**src/rtl/conv_pkg.sv**
```systemverilog
// conv_pkg: state type and default code parameters shared by the convolutional encoder and decoder.
package conv_pkg;
    typedef enum logic [1:0] {IDLE, DATA, TAIL} enc_state_t;
    localparam int         DEF_K  = 3;
    localparam logic [2:0] DEF_G0 = 3'b111;
    localparam logic [2:0] DEF_G1 = 3'b101;
endpackage

```
**src/rtl/conv_parity.sv**
```systemverilog
// conv_parity: {G0,G1} parity of a K-bit tap vector; tap[K-1] is the newest (input) bit.
module conv_parity
    import conv_pkg::*;
#(
    parameter int           K  = DEF_K,
    parameter logic [K-1:0] G0 = K'(DEF_G0),
    parameter logic [K-1:0] G1 = K'(DEF_G1)
) (
    input  logic [K-1:0] tap,
    output logic [1:0]   sym
);
    assign sym = {^(G0 & tap), ^(G1 & tap)};
endmodule

```
**src/rtl/conv_tail_encoder.sv**
```systemverilog
// conv_tail_encoder: framed rate-1/2 convolutional encoder that closes every frame with K-1 zero tail bits.
module conv_tail_encoder
    import conv_pkg::*;
#(
    parameter int           K         = DEF_K,
    parameter logic [K-1:0] G0        = K'(DEF_G0),
    parameter logic [K-1:0] G1        = K'(DEF_G1),
    parameter int           FRAME_LEN = 256
) (
    input  logic                           clk,
    input  logic                           rst,
    input  logic                           enable_i,
    input  logic                           d_in,
    input  logic                           flush_i,
    output logic                           ready_o,
    output logic                           valid_o,
    output logic [1:0]                     d_out,
    output logic                           sof_o,
    output logic                           eof_o,
    output logic [$clog2(FRAME_LEN+1)-1:0] bit_ct_o
);
    localparam int            CW       = $clog2(FRAME_LEN+1);
    localparam int            TW       = $clog2(K);
    localparam logic [CW-1:0] LAST     = CW'(FRAME_LEN);
    localparam logic [TW-1:0] TAIL_END = TW'(K-2);

    enc_state_t    state;
    logic [K-2:0]  sr;
    logic [TW-1:0] tail_ct;
    logic [CW-1:0] bit_nxt;
    logic [1:0]    sym;
    logic          bit_in;
    logic          accept;

    assign ready_o = state != TAIL;
    assign accept  = enable_i && ready_o;
    assign bit_in  = (state == TAIL) ? 1'b0 : d_in;
    assign bit_nxt = bit_ct_o + 1'b1;

    conv_parity #(.K(K), .G0(G0), .G1(G1)) u_parity (
        .tap ({bit_in, sr}),
        .sym (sym)
    );

    always_ff @(posedge clk or negedge rst) begin
        if (!rst) begin
            state    <= IDLE;
            sr       <= '0;
            tail_ct  <= '0;
            bit_ct_o <= '0;
            valid_o  <= 1'b0;
            d_out    <= '0;
            sof_o    <= 1'b0;
            eof_o    <= 1'b0;
        end else begin
            valid_o <= 1'b0;
            sof_o   <= 1'b0;
            eof_o   <= 1'b0;
            if (state == TAIL) begin
                valid_o <= 1'b1;
                d_out   <= sym;
                if (tail_ct == TAIL_END) begin
                    state    <= IDLE;
                    eof_o    <= 1'b1;
                    sr       <= '0;
                    tail_ct  <= '0;
                    bit_ct_o <= '0;
                end else begin
                    sr      <= {1'b0, sr[K-2:1]};
                    tail_ct <= tail_ct + 1'b1;
                end
            end else if (accept) begin
                valid_o  <= 1'b1;
                d_out    <= sym;
                sr       <= {d_in, sr[K-2:1]};
                bit_ct_o <= bit_nxt;
                sof_o    <= state == IDLE;
                // a flush arriving with the very first bit of a frame is ignored, as in IDLE
                state    <= (bit_nxt == LAST || (flush_i && state == DATA)) ? TAIL : DATA;
            end else if (flush_i && state == DATA) begin
                state <= TAIL;
            end
        end
    end
endmodule

```
**config.mk**
```make
export PLATFORM = sky130hd
export DESIGN_NAME = conv_tail_encoder
export DESIGN_NICKNAME = d
export VERILOG_FILES = /design/src/rtl/conv_pkg.sv /design/src/rtl/conv_parity.sv /design/src/rtl/conv_tail_encoder.sv
export SDC_FILE = /design/constraint.sdc
export NUM_CORES = 1
export LEC_CHECK = 0
export ABC_CLOCK_PERIOD_IN_PS = 3000
export CAP_MARGIN = 15
export CORE_ASPECT_RATIO = 1.25
export CORE_UTILIZATION = 45
export CTS_BUF_LIST = sky130_fd_sc_hd__clkbuf_16
export CTS_CLUSTER_DIAMETER = 60
export DETAILED_ROUTE_END_ITERATION = 6
export GPL_ROUTABILITY_DRIVEN = 0
export MAX_ROUTING_LAYER = met4
export PLACE_DENSITY = 0.71
export SLEW_MARGIN = 20
export SYNTH_ARGS = -nofsm -noshare
export SYNTH_HDL_FRONTEND = slang
export SYNTH_SLANG_ARGS = --single-unit
```
**constraint.sdc**
```tcl
create_clock -name clk -period 3 [get_ports clk]
set_input_delay 0.6 -clock clk [delete_from_list [all_inputs] [get_ports clk]]
set_output_delay 0.6 -clock clk [all_outputs]
set_load 0.02 [all_outputs]
```
After elaboration in Yosys (flattened, before gate mapping)

Cells that the tools add are included.

Multiplexer cells: 21
Multiply operators: 0
Eq/ne operators: 6
Shifts and indexed selects: 0
Bitwise logic cells: 0
Reduce and logical (&&, ||, !) cells: 10
Add/sub/neg operators: 2
Magnitude comparators: 0
Divide/modulo/power cells: 0

Operator list:

| kind                | number |
|---|---|
| $mux 9              | 3 |
| $mux 2              | 10 |
| $add 9x1->9 const B | 1 |
| $eq 9x9->1 const B  | 1 |
| $mux 1              | 8 |
| $reduce_xor 3->1    | 2 |
| $eq 2x1->1 const B  | 2 |
| $reduce_and 2->1    | 2 |
| $reduce_bool 3->1   | 1 |
| $add 2x1->2 const B | 1 |
| $eq 2x2->1 const B  | 1 |
| $logic_and 1x1->1   | 2 |
| $logic_not 2->1     | 1 |
| $ne 2x1->1 const B  | 1 |
| $ne 2x2->1 const B  | 1 |
| $reduce_bool 2->1   | 1 |
| $logic_or 1x1->1    | 1 |

ROM bits: 0
RAM bits: 0
Register bits after elaboration: 20
Input port bits: 5
Memories kept: 0
Output and inout bits: 15
Bits in latches: 0
Word-level logic and storage cells: 47

Logic depth before layout (Yosys ltp)

Word-level depth: 6
Mapped depth: 6
Gate-level depth less buffers: 5

Hierarchy

Synthesis repeated with hierarchy kept, for this count alone.

Cell total of the unflattened synthesis: 91
Area total of the unflattened synthesis: 987.2 um^2

By module, submodules not included:

| module            | cells each | area each (um^2) | times used | sequential area each (um^2) |
|---|---|---|---|---|
| conv_tail_encoder | 89         | 954.7            | 1          | 500.5 |
| conv_parity       | 2          | 32.5             | 1          | 0.0 |

Worst setup path after synthesis

Ideal clock, no wire load.

Path type: reg2reg
Start: reg bit_ct_o[0]
End: reg state[1]
Data required time: 2.867 ns
Clock period less this slack: 1.503 ns
Setup time: 0.133 ns
Cell stages (with the launch flop): 6
Data arrival time: 1.369 ns
Buffers on the path: 0
Slack: 1.497 ns
Path through: dfrtp_1 -> ha_1 -> and2_1 -> and3_1 -> a22oi_1 -> o22ai_1

Cells in the longest elaborated chain, start to end: 6

RTL lines:

| element                | RTL line                | RTL |
|---|---|---|
| start, declared        | conv_tail_encoder.sv:20 | `output logic [$clog2(FRAME_LEN+1)-1:0] bit_ct_o` |
| start signal, assigned | conv_tail_encoder.sv:76 | `bit_ct_o <= bit_nxt;` |
| $add 9x1->9            | conv_tail_encoder.sv:38 | `assign bit_nxt = bit_ct_o + 1'b1;` |
| $eq 9x9->1             | conv_tail_encoder.sv:79 | `state <= (bit_nxt == LAST \|\| (flush_i && state == DATA)) ? TAIL : DATA;` |
| $logic_or 1x1->1       | conv_tail_encoder.sv:79 |  |
| $mux 2                 | conv_tail_encoder.sv:79 |  |
| $mux 2                 | conv_tail_encoder.sv:72 | `end else if (accept) begin` |
| $mux 2                 | conv_tail_encoder.sv:59 | `if (state == TAIL) begin` |
| end signal, assigned   | conv_tail_encoder.sv:79 |  |
| end, declared          | conv_tail_encoder.sv:27 | `enc_state_t state;` |

Every way passes these cells.
A chain may end at the register's enable or synchronous reset.

Worst setup path after layout

Start: reg state[1]
End: out ready_o

Cells in the longest elaborated chain, start to end: 1

RTL lines:

| element       | RTL line                | RTL |
|---|---|---|
| $ne 2x2->1    | conv_tail_encoder.sv:35 | `assign ready_o = state != TAIL;` |
| end, declared | conv_tail_encoder.sv:15 | `output logic ready_o,` |

Every way passes these cells.

==> impl_metrics.ini <==
[yosys]
synthCells = 99
synth_seq_cells = 20
synth_area_leaders = dfrtp_1, a21oi_1, nand2_1, mux2i_1, o22ai_1
async_flop_share = 1.00
muxShareOfSynthArea = 0.0396
synth_top_family_by_area = simple AND/OR/NAND/NOR gates
synthesis.area_um2 = 1010
synth_top_area_share = 0.495
synth-main-ff-cell = dfrtp_1
synthAdderAreaFrac = 0.0124
yosys.area_share.simple = 0.208
yosys_warnings = 0
ys_types = 38
yosysTopAreaCell = dfrtp_1
syn_nets = 105
syn-mean-instance-area_um2 = 10.2
synth_compound_area_frac = 0.170
synth_edf_count = 0
ys_seq_area_frac = 0.495
synthXorXnorAreaFrac = 0.0260

[detailed_routing]
vias_per_cell = 5.31
drt_wl_total_um = 1940
num_vias = 791
wl_per_cell_um = 13.0
drtPass1Iterations = 4
drc_errors = 0
postRouteAntennaNets = 0
drt_iter0_drc = 13

[timing]
drv_slew = 0
setup_viol = 0
min_period_over_period = 0.730
relSlewSlack = 0.411
worstMarginPinSlew_ns = 0.881
min_period_ns = 2.19
hold_viol = 0
rsz0062_at_grt = no
fin_setup_tns_ns = 0
clock_skew_ns = 0.00161
clock.fmax_mhz = 457

[clock_network]
clk_latency_ns = 0.25
clock_path_buffers = 2
cts_inserted_buffers = 3
cts_root_buffer = clkbuf_16
cts_setup_buffers = 0
cts-resized-gates = 0
cts_tree = built
path_clk_slew_ns = 0.05
numClockSinks = 20
h-tree-depth = 1
postCtsHoldBufs = 0

[pwr]
p_total_mw = 1.15
ir_drop_uv = 576
power_density_nw_per_um2 = 893
power_leakage_nw = 0.552

[cells_and_area]
final_cell_mix = dfrtp_1, clkdlybuf4s50_1, nand2_1, a21oi_1
diodes = 0
nets = 126
fin_cells = 149
layout-drive-gt1-share = 0.0672
final_core_util = 0.629
syn_to_final_growth_pct = 27.6
final_common_cell = dfrtp_1

[floorplanning]
dieArea_um2 = 2440
coreArea_um2 = 2050
dieWidth_um = 44.4
rows = 18
start_util = 0.493
die_h_um = 55.0
pin_count = 20

[setup_path]
crit_required_ns = 2.40
cp-end-kind = output port
timing.rr.start = bit_ct_o[0]$_DFFE_PN0P_
path_max_fanout = 10
path_cells = and2b_4, inv_8, clkdlybuf4s50_1
r2r-end = state[1]$_DFFE_PN0P_
arrival_ns = 1.59
crit_path_top_delay_cell = clkdlybuf4s50_1
ff2ff_setup_slack_ns = 1.36
slowest_delay_ns = 0.60
worstSetupStartpointType = flip-flop
critPathKind = flip-flop to output port
reg2regPathDepth = 5

[global_route]
grt_overflow = 0
grt_pass1_wl_um = 3150
first_global_vias = 727
antenna_found_initial = 0
grt.total_usage = 0.182
grt_start_max_net_pins = 21

[min_path]
worstHoldPathCells = 1
hold_start = tail_ct[0]$_DFFE_PN0P_
whs_endpoint = tail_ct[0]$_DFFE_PN0P_
hold_path.class = flip-flop to flip-flop

[placement]
dp.cells = 145
port_buffers = 19
post-dp-hpwl_um = 1330

[status]
status = finished, final reports clean

[flow_run]
drv_cap = 0
==> layer usage <==
metal / vias up / track usage / wire length [µm] / part of all wire
met5: - / - / 0 / 0
met4: 0 / 0.0808 / 26 / 0.013
met3: 4 / 0.0292 / 69 / 0.036
met2: 17 / 0.301 / 917 / 0.47
met1: 372 / 0.220 / 925 / 0.48
li1: 398 / - / - / -
==> kinds of logic after synthesis <==
group	Yosys count
and+or+nand+nor	37
AOI/OAI and AO/OA	27
DFF	20
buffers and inverters	7
muxes	4
xor gates and xnor gates	3
adders and majority gates	1
==> worst max-delay path, delay by kind of cell (launching register included) <==
| kind | cells | cell delay, ns |
|---|---|---|
| buffers and inverters | 2 | 0.69 |
| flip-flops | 1 | 0.43 |
| AND/OR/NAND/NOR | 1 | 0.22 |
==> area by class of cell <==
| class | instances | area (µm²) |
|---|---|---|
| clock inverters | 1 | 3.75 |
| well taps | 30 | 37.5 |
| inverters | 4 | 22.5 |
| repair buffers | 19 | 190 |
| multi-input cells | 72 | 460 |
| clock buffers | 3 | 75.1 |
| flip-flops and latches | 20 | 500 |
| fillers | 160 | 759 |
==> worst max-delay path by stage <==
| stage | startpoint | end | slack [ns] | depth (start not counted) |
|---|---|---|---|---|
| after floorplan | bit_ct_o[0]$_DFFE_PN0P_ | state[1]$_DFFE_PN0P_ | 1.50 | 5 |
| after global placement | enable_i | bit_ct_o[8]$_DFFE_PN0P_ | 1.00 | 4 |
| after detailed placement | enable_i | bit_ct_o[8]$_DFFE_PN0P_ | 0.93 | 4 |
| after CTS | state[0]$_DFFE_PN0P_ | ready_o | 0.81 | 3 |
| after global routing | state[0]$_DFFE_PN0P_ | ready_o | 0.77 | 3 |
| final | state[1]$_DFFE_PN0P_ | ready_o | 0.81 | 3 |
==> cell usage after synthesis (2+ instances only) <==
| cell | number |
|---|---|
| o22ai_1 | 5 |
| mux2i_1 | 4 |
| inv_1 | 3 |
| nand2_1 | 11 |
| dfrtp_1 | 20 |
| o21ai_0 | 4 |
| a21oi_1 | 9 |
| nand3_1 | 5 |
| nor2_1 | 5 |
| nand2b_1 | 2 |
| and3_1 | 2 |
| xor2_1 | 2 |
| buf_6 | 2 |
==> per-stage QoR <==
stage	hold slack [ns]	cell area, µm²	setup WS (ns)
after floorplan	0.304	1010	1.50
after global placement	0.473	1210	1.00
after detailed placement	0.495	1210	0.933
after CTS	0.503	1290	0.807
after global routing	0.509	1290	0.770
final	0.495	1290	0.810
==> state kept, by name, indices dropped and copies added, names as in the netlist <==
name and cells:
d_out 2, sof_o 1, state 2, bit_ct_o 9, tail_ct 2, eof_o 1
sr 2, valid_o 1
==> where the power goes <==
| group | switching (mW) | total, mW | internal (mW) |
|---|---|---|---|
| Clock | 0.0941 | 0.271 | 0.177 |
| Sequential | 0.0779 | 0.427 | 0.350 |
| Combinational | 0.239 | 0.453 | 0.215 |
Note: power is estimated with default switching activity, not from simulation.
==> edit 1, RTL diff (config.mk and constraints unchanged) <==
`FRAME_LEN`: 256 -> 128.
--- a/src/rtl/conv_tail_encoder.sv
+++ b/src/rtl/conv_tail_encoder.sv
@@ -6,5 +6,5 @@
     parameter logic [K-1:0] G0        = K'(DEF_G0),
     parameter logic [K-1:0] G1        = K'(DEF_G1),
-    parameter int           FRAME_LEN = 256
+    parameter int           FRAME_LEN = 128
 ) (
     input  logic                           clk,
Interface: changed (resized bit_ct_o); port bits go from 20 to 19. The function was not compared with the original's and may differ.
==> edit 1 against the original RTL <==
Total power is 2.9% higher; sequential cell count is 1 lower; worst setup slack better by 0.0045 ns; routed wire length is 2.7% higher; global-route usage is 1.9 points higher; final cell count is 8.1% lower; final area is 2.6% lower; largest power group unchanged; highest routed layer unchanged; synthesized area is 1.9% lower; combinational power is 6.0% higher; critical path depth stayed put.
==> edit 1: results (changes against the original RTL) <==
[worst_hold_path]
min_path_cells=1  ; unchanged
hold_path.class=reg2reg  ; unchanged

[timing]
skew_ns=0.00202  ; was 0.00161 ns
max_slew_margin=0.452  ; was 0.411

[cells_and_area]
nets=124  ; was 126
regMostFlops=bit_ct_o  ; unchanged
largest_reg_flops=8  ; was 9
drive_gt1_frac=0.0769  ; was 0.0672
n_fill_cell=172  ; was 160
antenna_cells=0  ; unchanged

[yosys]
syn-num-nets=102  ; was 105
ys_types=37  ; was 38
yosys_warnings=0  ; unchanged
ys_seq_area_frac=0.479  ; was 0.495
ys.flop_type=dfrtp_1  ; unchanged
synthAdderAreaFrac=0.0126  ; was 0.0124
syn_avg_cell_area_um2=10.3  ; was 10.2 um^2
yosys-top-cells-count=19 x dfrtp_1, 11 x nand2_1, 7 x a21oi_1, 7 x o21ai_0  ; was 20 x dfrtp_1, 11 x nand2_1, 9 x a21oi_1
synth_xor_area_frac=0.0441  ; was 0.0260
ys_top_cells_by_area=dfrtp_1 48%, nand2_1 4.2%, a21oi_1 3.5%  ; was dfrtp_1 50%, a21oi_1 4.5%, nand2_1 4.1%
synthMuxAreaShare=0  ; was 0.0396
async_reset_ff_frac=1.00  ; unchanged
synth-compound-area-share=0.208  ; was 0.170

[placement]
post_dp_cell_area_um2=1180  ; was 1210 um^2
place_inst=133  ; was 145
portBuffers=18  ; was 19
hpwl_um=1410  ; was 1330 um

[global_routing]
grt_pass1_vias=741  ; was 727
grt_pass1_wl_um=3330  ; was 3150 um
antenna_found_initial=0  ; unchanged
grt_start_max_net_pins=20  ; was 21
grt_usage=0.201  ; was 0.182

[power]
peakVddDrop_mv=0.466  ; was 0.576 mV
p_leak_uw=0.000531  ; was 0.000552 uW

[setup_path]
arrival_ns=1.59  ; about the same
reg2reg_depth=5  ; unchanged
cp_max_fo=9  ; was 10

[clock_tree]
cts-root-buf=clkbuf_16  ; unchanged
numCtsBuffers=3  ; unchanged
clockBufferDepth=2  ; unchanged
cts_setup_buffers=0  ; unchanged
ctsResizeCount=0  ; unchanged
path_clk_slew_ns=0.05  ; about the same
clk_latency_ns=0.25  ; about the same
htreeDepth=1  ; unchanged

[routing]
viasPerCell=5.86  ; was 5.31
drtIter0Drc=22  ; was 13
first_pass_iters=6  ; was 4
vias=803  ; was 791
wl_per_cell_um=14.5  ; was 13.0 um

[status]
status=complete, no violations  ; unchanged

[edit 1: cell count changes in the layout (fill, tap and decap cells not counted), sizes merged, moves of 2 or more]
cell / delta
a21oi: -2
and2b: -2
and3: -2
inv: +2
mux2i: -4
nor3: +4
o21ai: +3
[edit 1: stage by stage]
step                      hold WS (ns)  setup slack [ns]   util
final                            0.509             0.814  0.620
after global routing             0.512             0.729  0.620
after CTS                        0.507             0.811  0.620
after detailed placement         0.491             0.847  0.581
after global placement           0.487             0.873  0.581
after floorplan                  0.304              1.56      -
[edit 1: metal layers]
layer  global-route usage  vias to the layer above  part of all wire
met5                    -                        -                 0
met4                0.121                        0             0.028
met3               0.0330                        5             0.042
met2                0.326                       25              0.49
met1                0.234                      385              0.44
li1                     -                      388                 -
[edit 1: worst paths after layout]
path / endpoint / from / slack, ns
max in group asynchronous: tail_ct[0]$_DFFE_PN0P_ / rst / 1.67
worst max-delay path: ready_o / state[1]$_DFFE_PN0P_ / 0.81
worst min-delay path: tail_ct[0]$_DFFE_PN0P_ / tail_ct[0]$_DFFE_PN0P_ / 0.51
worst max register to register: bit_ct_o[7]$_DFFE_PN0P_ / state[1]$_DFFE_PN0P_ / 1.53
min in group asynchronous: valid_o$_DFF_PN0_ / rst / 0.82
worst min register to register: tail_ct[0]$_DFFE_PN0P_ / tail_ct[0]$_DFFE_PN0P_ / 0.51
[edit 1: layout make-up]
| type | count | area (um^2) | share of cell area |
|---|---|---|---|
| Tap cell | 20 | 25.0 | 0.0199 |
| Multi-Input combinational cell | 71 | 470 | 0.375 |
| Clock inverter | 1 | 3.75 | 0.00299 |
| Timing Repair Buffer | 18 | 180 | 0.143 |
| Clock buffer | 3 | 75.1 | 0.0598 |
| Inverter | 5 | 26.3 | 0.0209 |
| Sequential cell | 19 | 475 | 0.378 |
[edit 1: cells by family after synthesis]
kind of cell,count (synthesis)
flops,19
simple gates,34
xor+xnor,5
fa+ha+maj,1
buf+inv,6
compound gates,31
[edit 1: critical path: stages (launching register included)]
cell,delay [ns]
dfrtp_1,0.44
nor2b_4,0.28
inv_8,0.08
clkdlybuf4s50_1,0.54
[edit 1: where the power goes]
part           internal (uW)  switching, uW  total, uW
clock                    177           90.4        268
combinational            232            248        480
sequential               339           99.2        438
total                    748            438       1190
==> edit 2, RTL diff (same settings) <==
Without the edit above. Reset style: synchronous (`rst`), changed in one clocked block.
--- a/src/rtl/conv_tail_encoder.sv
+++ b/src/rtl/conv_tail_encoder.sv
@@ -43,5 +43,5 @@
     );
 
-    always_ff @(posedge clk or negedge rst) begin
+    always_ff @(posedge clk) begin
         if (!rst) begin
             state    <= IDLE;
Behaviour: differs if rst is asserted again (counterexample within 4 cycles, from zero or initial values and one cycle with rst low); with rst held inactive, the same outputs for 10 cycles.
==> edit 2 against the original RTL <==
Final area rose by 0.68%; sequential share of layout area fell by 8.0 points; worst setup slack got worse by 0.066 ns; routed wire length rose by 13%; sequential cell count did not move; synthesized area fell by 0.50%; register-to-register slack got worse by 0.04 ns; highest routed layer unchanged.
Power is not compared: it rests on default switching activity, and its combinational part moved more than twofold at a synthesized area within 25%.
==> edit 2: results (changes against the original RTL) <==
[power]
p_leak_uw=0.000476
peakVddDrop_mv=0.388

[cells_and_area]
regMostFlops=bit_ct_o  ; unchanged
nets=147  ; was 126
drive_gt1_frac=0.0929  ; was 0.0672
largest_reg_flops=9  ; unchanged

[yosys]
syn-num-nets=124  ; was 105
yosys-top-cells-count=20 x dfxtp_1, 13 x a21oi_1, 12 x nor2_1  ; was 20 x dfrtp_1, 11 x nand2_1, 9 x a21oi_1
ys_types=38  ; unchanged
ys_top_cells_by_area=dfxtp_1 40%, a21oi_1 6.5%, nor2_1 4.5%  ; was dfrtp_1 50%, a21oi_1 4.5%, nand2_1 4.1%
ys_seq_area_frac=0.398  ; was 0.495
async_reset_ff_frac=0  ; was 1.00

[placement]
hpwl_um=1570  ; was 1330 um
post_dp_cell_area_um2=1220  ; was 1210 um^2
portBuffers=19  ; unchanged

[setup_path]
cp_max_fo=10  ; unchanged
worstReg2RegStart=state[1]$_SDFFE_PN0P_  ; was bit_ct_o[0]$_DFFE_PN0P_
arrival_ns=1.66  ; was 1.59 ns

[routing]
first_pass_iters=4  ; unchanged
routed_wl_um=2200  ; was 1940 um
viasPerCell=5.45  ; was 5.31
drtIter0Drc=12  ; was 13

[worst_hold_path]
worstHoldStart=tail_ct[1]$_SDFFE_PN0P_  ; was tail_ct[0]$_DFFE_PN0P_
hold_path.class=reg2reg  ; unchanged

[clock_tree]
path_clk_slew_ns=0.05  ; about the same
cts-root-buf=clkbuf_16  ; unchanged
htreeDepth=1  ; unchanged
ctsResizeCount=0  ; unchanged
clk_latency_ns=0.25  ; about the same
cts_setup_buffers=0  ; unchanged

[global_routing]
use_met2=0.358  ; was 0.301
grt_pass1_vias=855  ; was 727
grt_start_max_net_pins=15  ; was 21
grt_usage=0.224  ; was 0.182
grt_pass1_wl_um=3770  ; was 3150 um
antenna_found_initial=0  ; unchanged
met3_usage=0.0363  ; was 0.0292
use_met1=0.255  ; was 0.220

[timing]
skew_ns=0.00310  ; was 0.00161 ns
tightest_slew_ns=0.542  ; was 0.881 ns

[status]
status=complete, no violations  ; unchanged

## edit 2: cell types whose count changed after synthesis, moves of 4 or more
cell	unedited run	this run
dfrtp_1	20	0
dfxtp_1	0	20
nor2_1	5	12
and2_1	1	5
nor3_1	0	5
a211oi_1	0	4
a21oi_1	9	13
o22ai_1	5	0
## edit 2: worst max-delay path: stages (launching register included)
cell	delay, ns
dfxtp_1	0.37
nor2b_1	0.40
inv_8	0.08
clkdlybuf4s50_1	0.55
## edit 2: stage by stage
stage / instances / total power [uW] / worst slack, ns
final: 170 / 644 / 0.744
after global routing: 170 / 672 / 0.688
after CTS: 170 / 652 / 0.737
after detailed placement: 166 / 376 / 0.753
after global placement: 166 / 375 / 0.800
after floorplan: 118 / 347 / 1.36
## edit 2: kinds of logic (layout without fill, tap and decap cells)
group / after synthesis / after routing / share of synthesized area
and+or+nand+nor: 49 / 49 / 0.261
muxes: 1 / 1 / 0.00995
buffers and inverters: 8 / 30 / 0.0547
xor gates and xnor gates: 3 / 3 / 0.0261
adders and majority gates: 1 / 1 / 0.0124
DFF: 20 / 20 / 0.398
AOI/OAI and AO/OA: 36 / 36 / 0.238
## edit 2: layout make-up
class	instances	area, um^2
Clock inverter	1	3.75
Multi-Input combinational cell	90	551
Fill cell	186	751
Inverter	5	26.3
Clock buffer	3	75.1
Timing Repair Buffer	21	205
Sequential cell	20	400
Tap cell	30	37.5
## edit 2: final timing paths
path,slack [ns],depth (start not counted),to
hold / removal,0.46,2,tail_ct[1]$_SDFFE_PN0P_
hold reg to reg,0.46,2,tail_ct[1]$_SDFFE_PN0P_
setup reg to reg,1.32,5,bit_ct_o[6]$_SDFFE_PN0P_
setup / recovery,0.74,3,ready_o
## edit 2: per-layer routing
metal / part of all wire / vias to the layer above
met4: 0.029 / 0
met2: 0.48 / 19
met1: 0.46 / 427
met5: 0 / -
li1: - / 473
met3: 0.029 / 7
## edit 2: where the power goes
part           switching, uW  leakage (uW)  internal (uW)
combinational           46.3      0.000275           38.5
sequential              9.46      0.000163            277
clock                   95.7     0.0000385            178
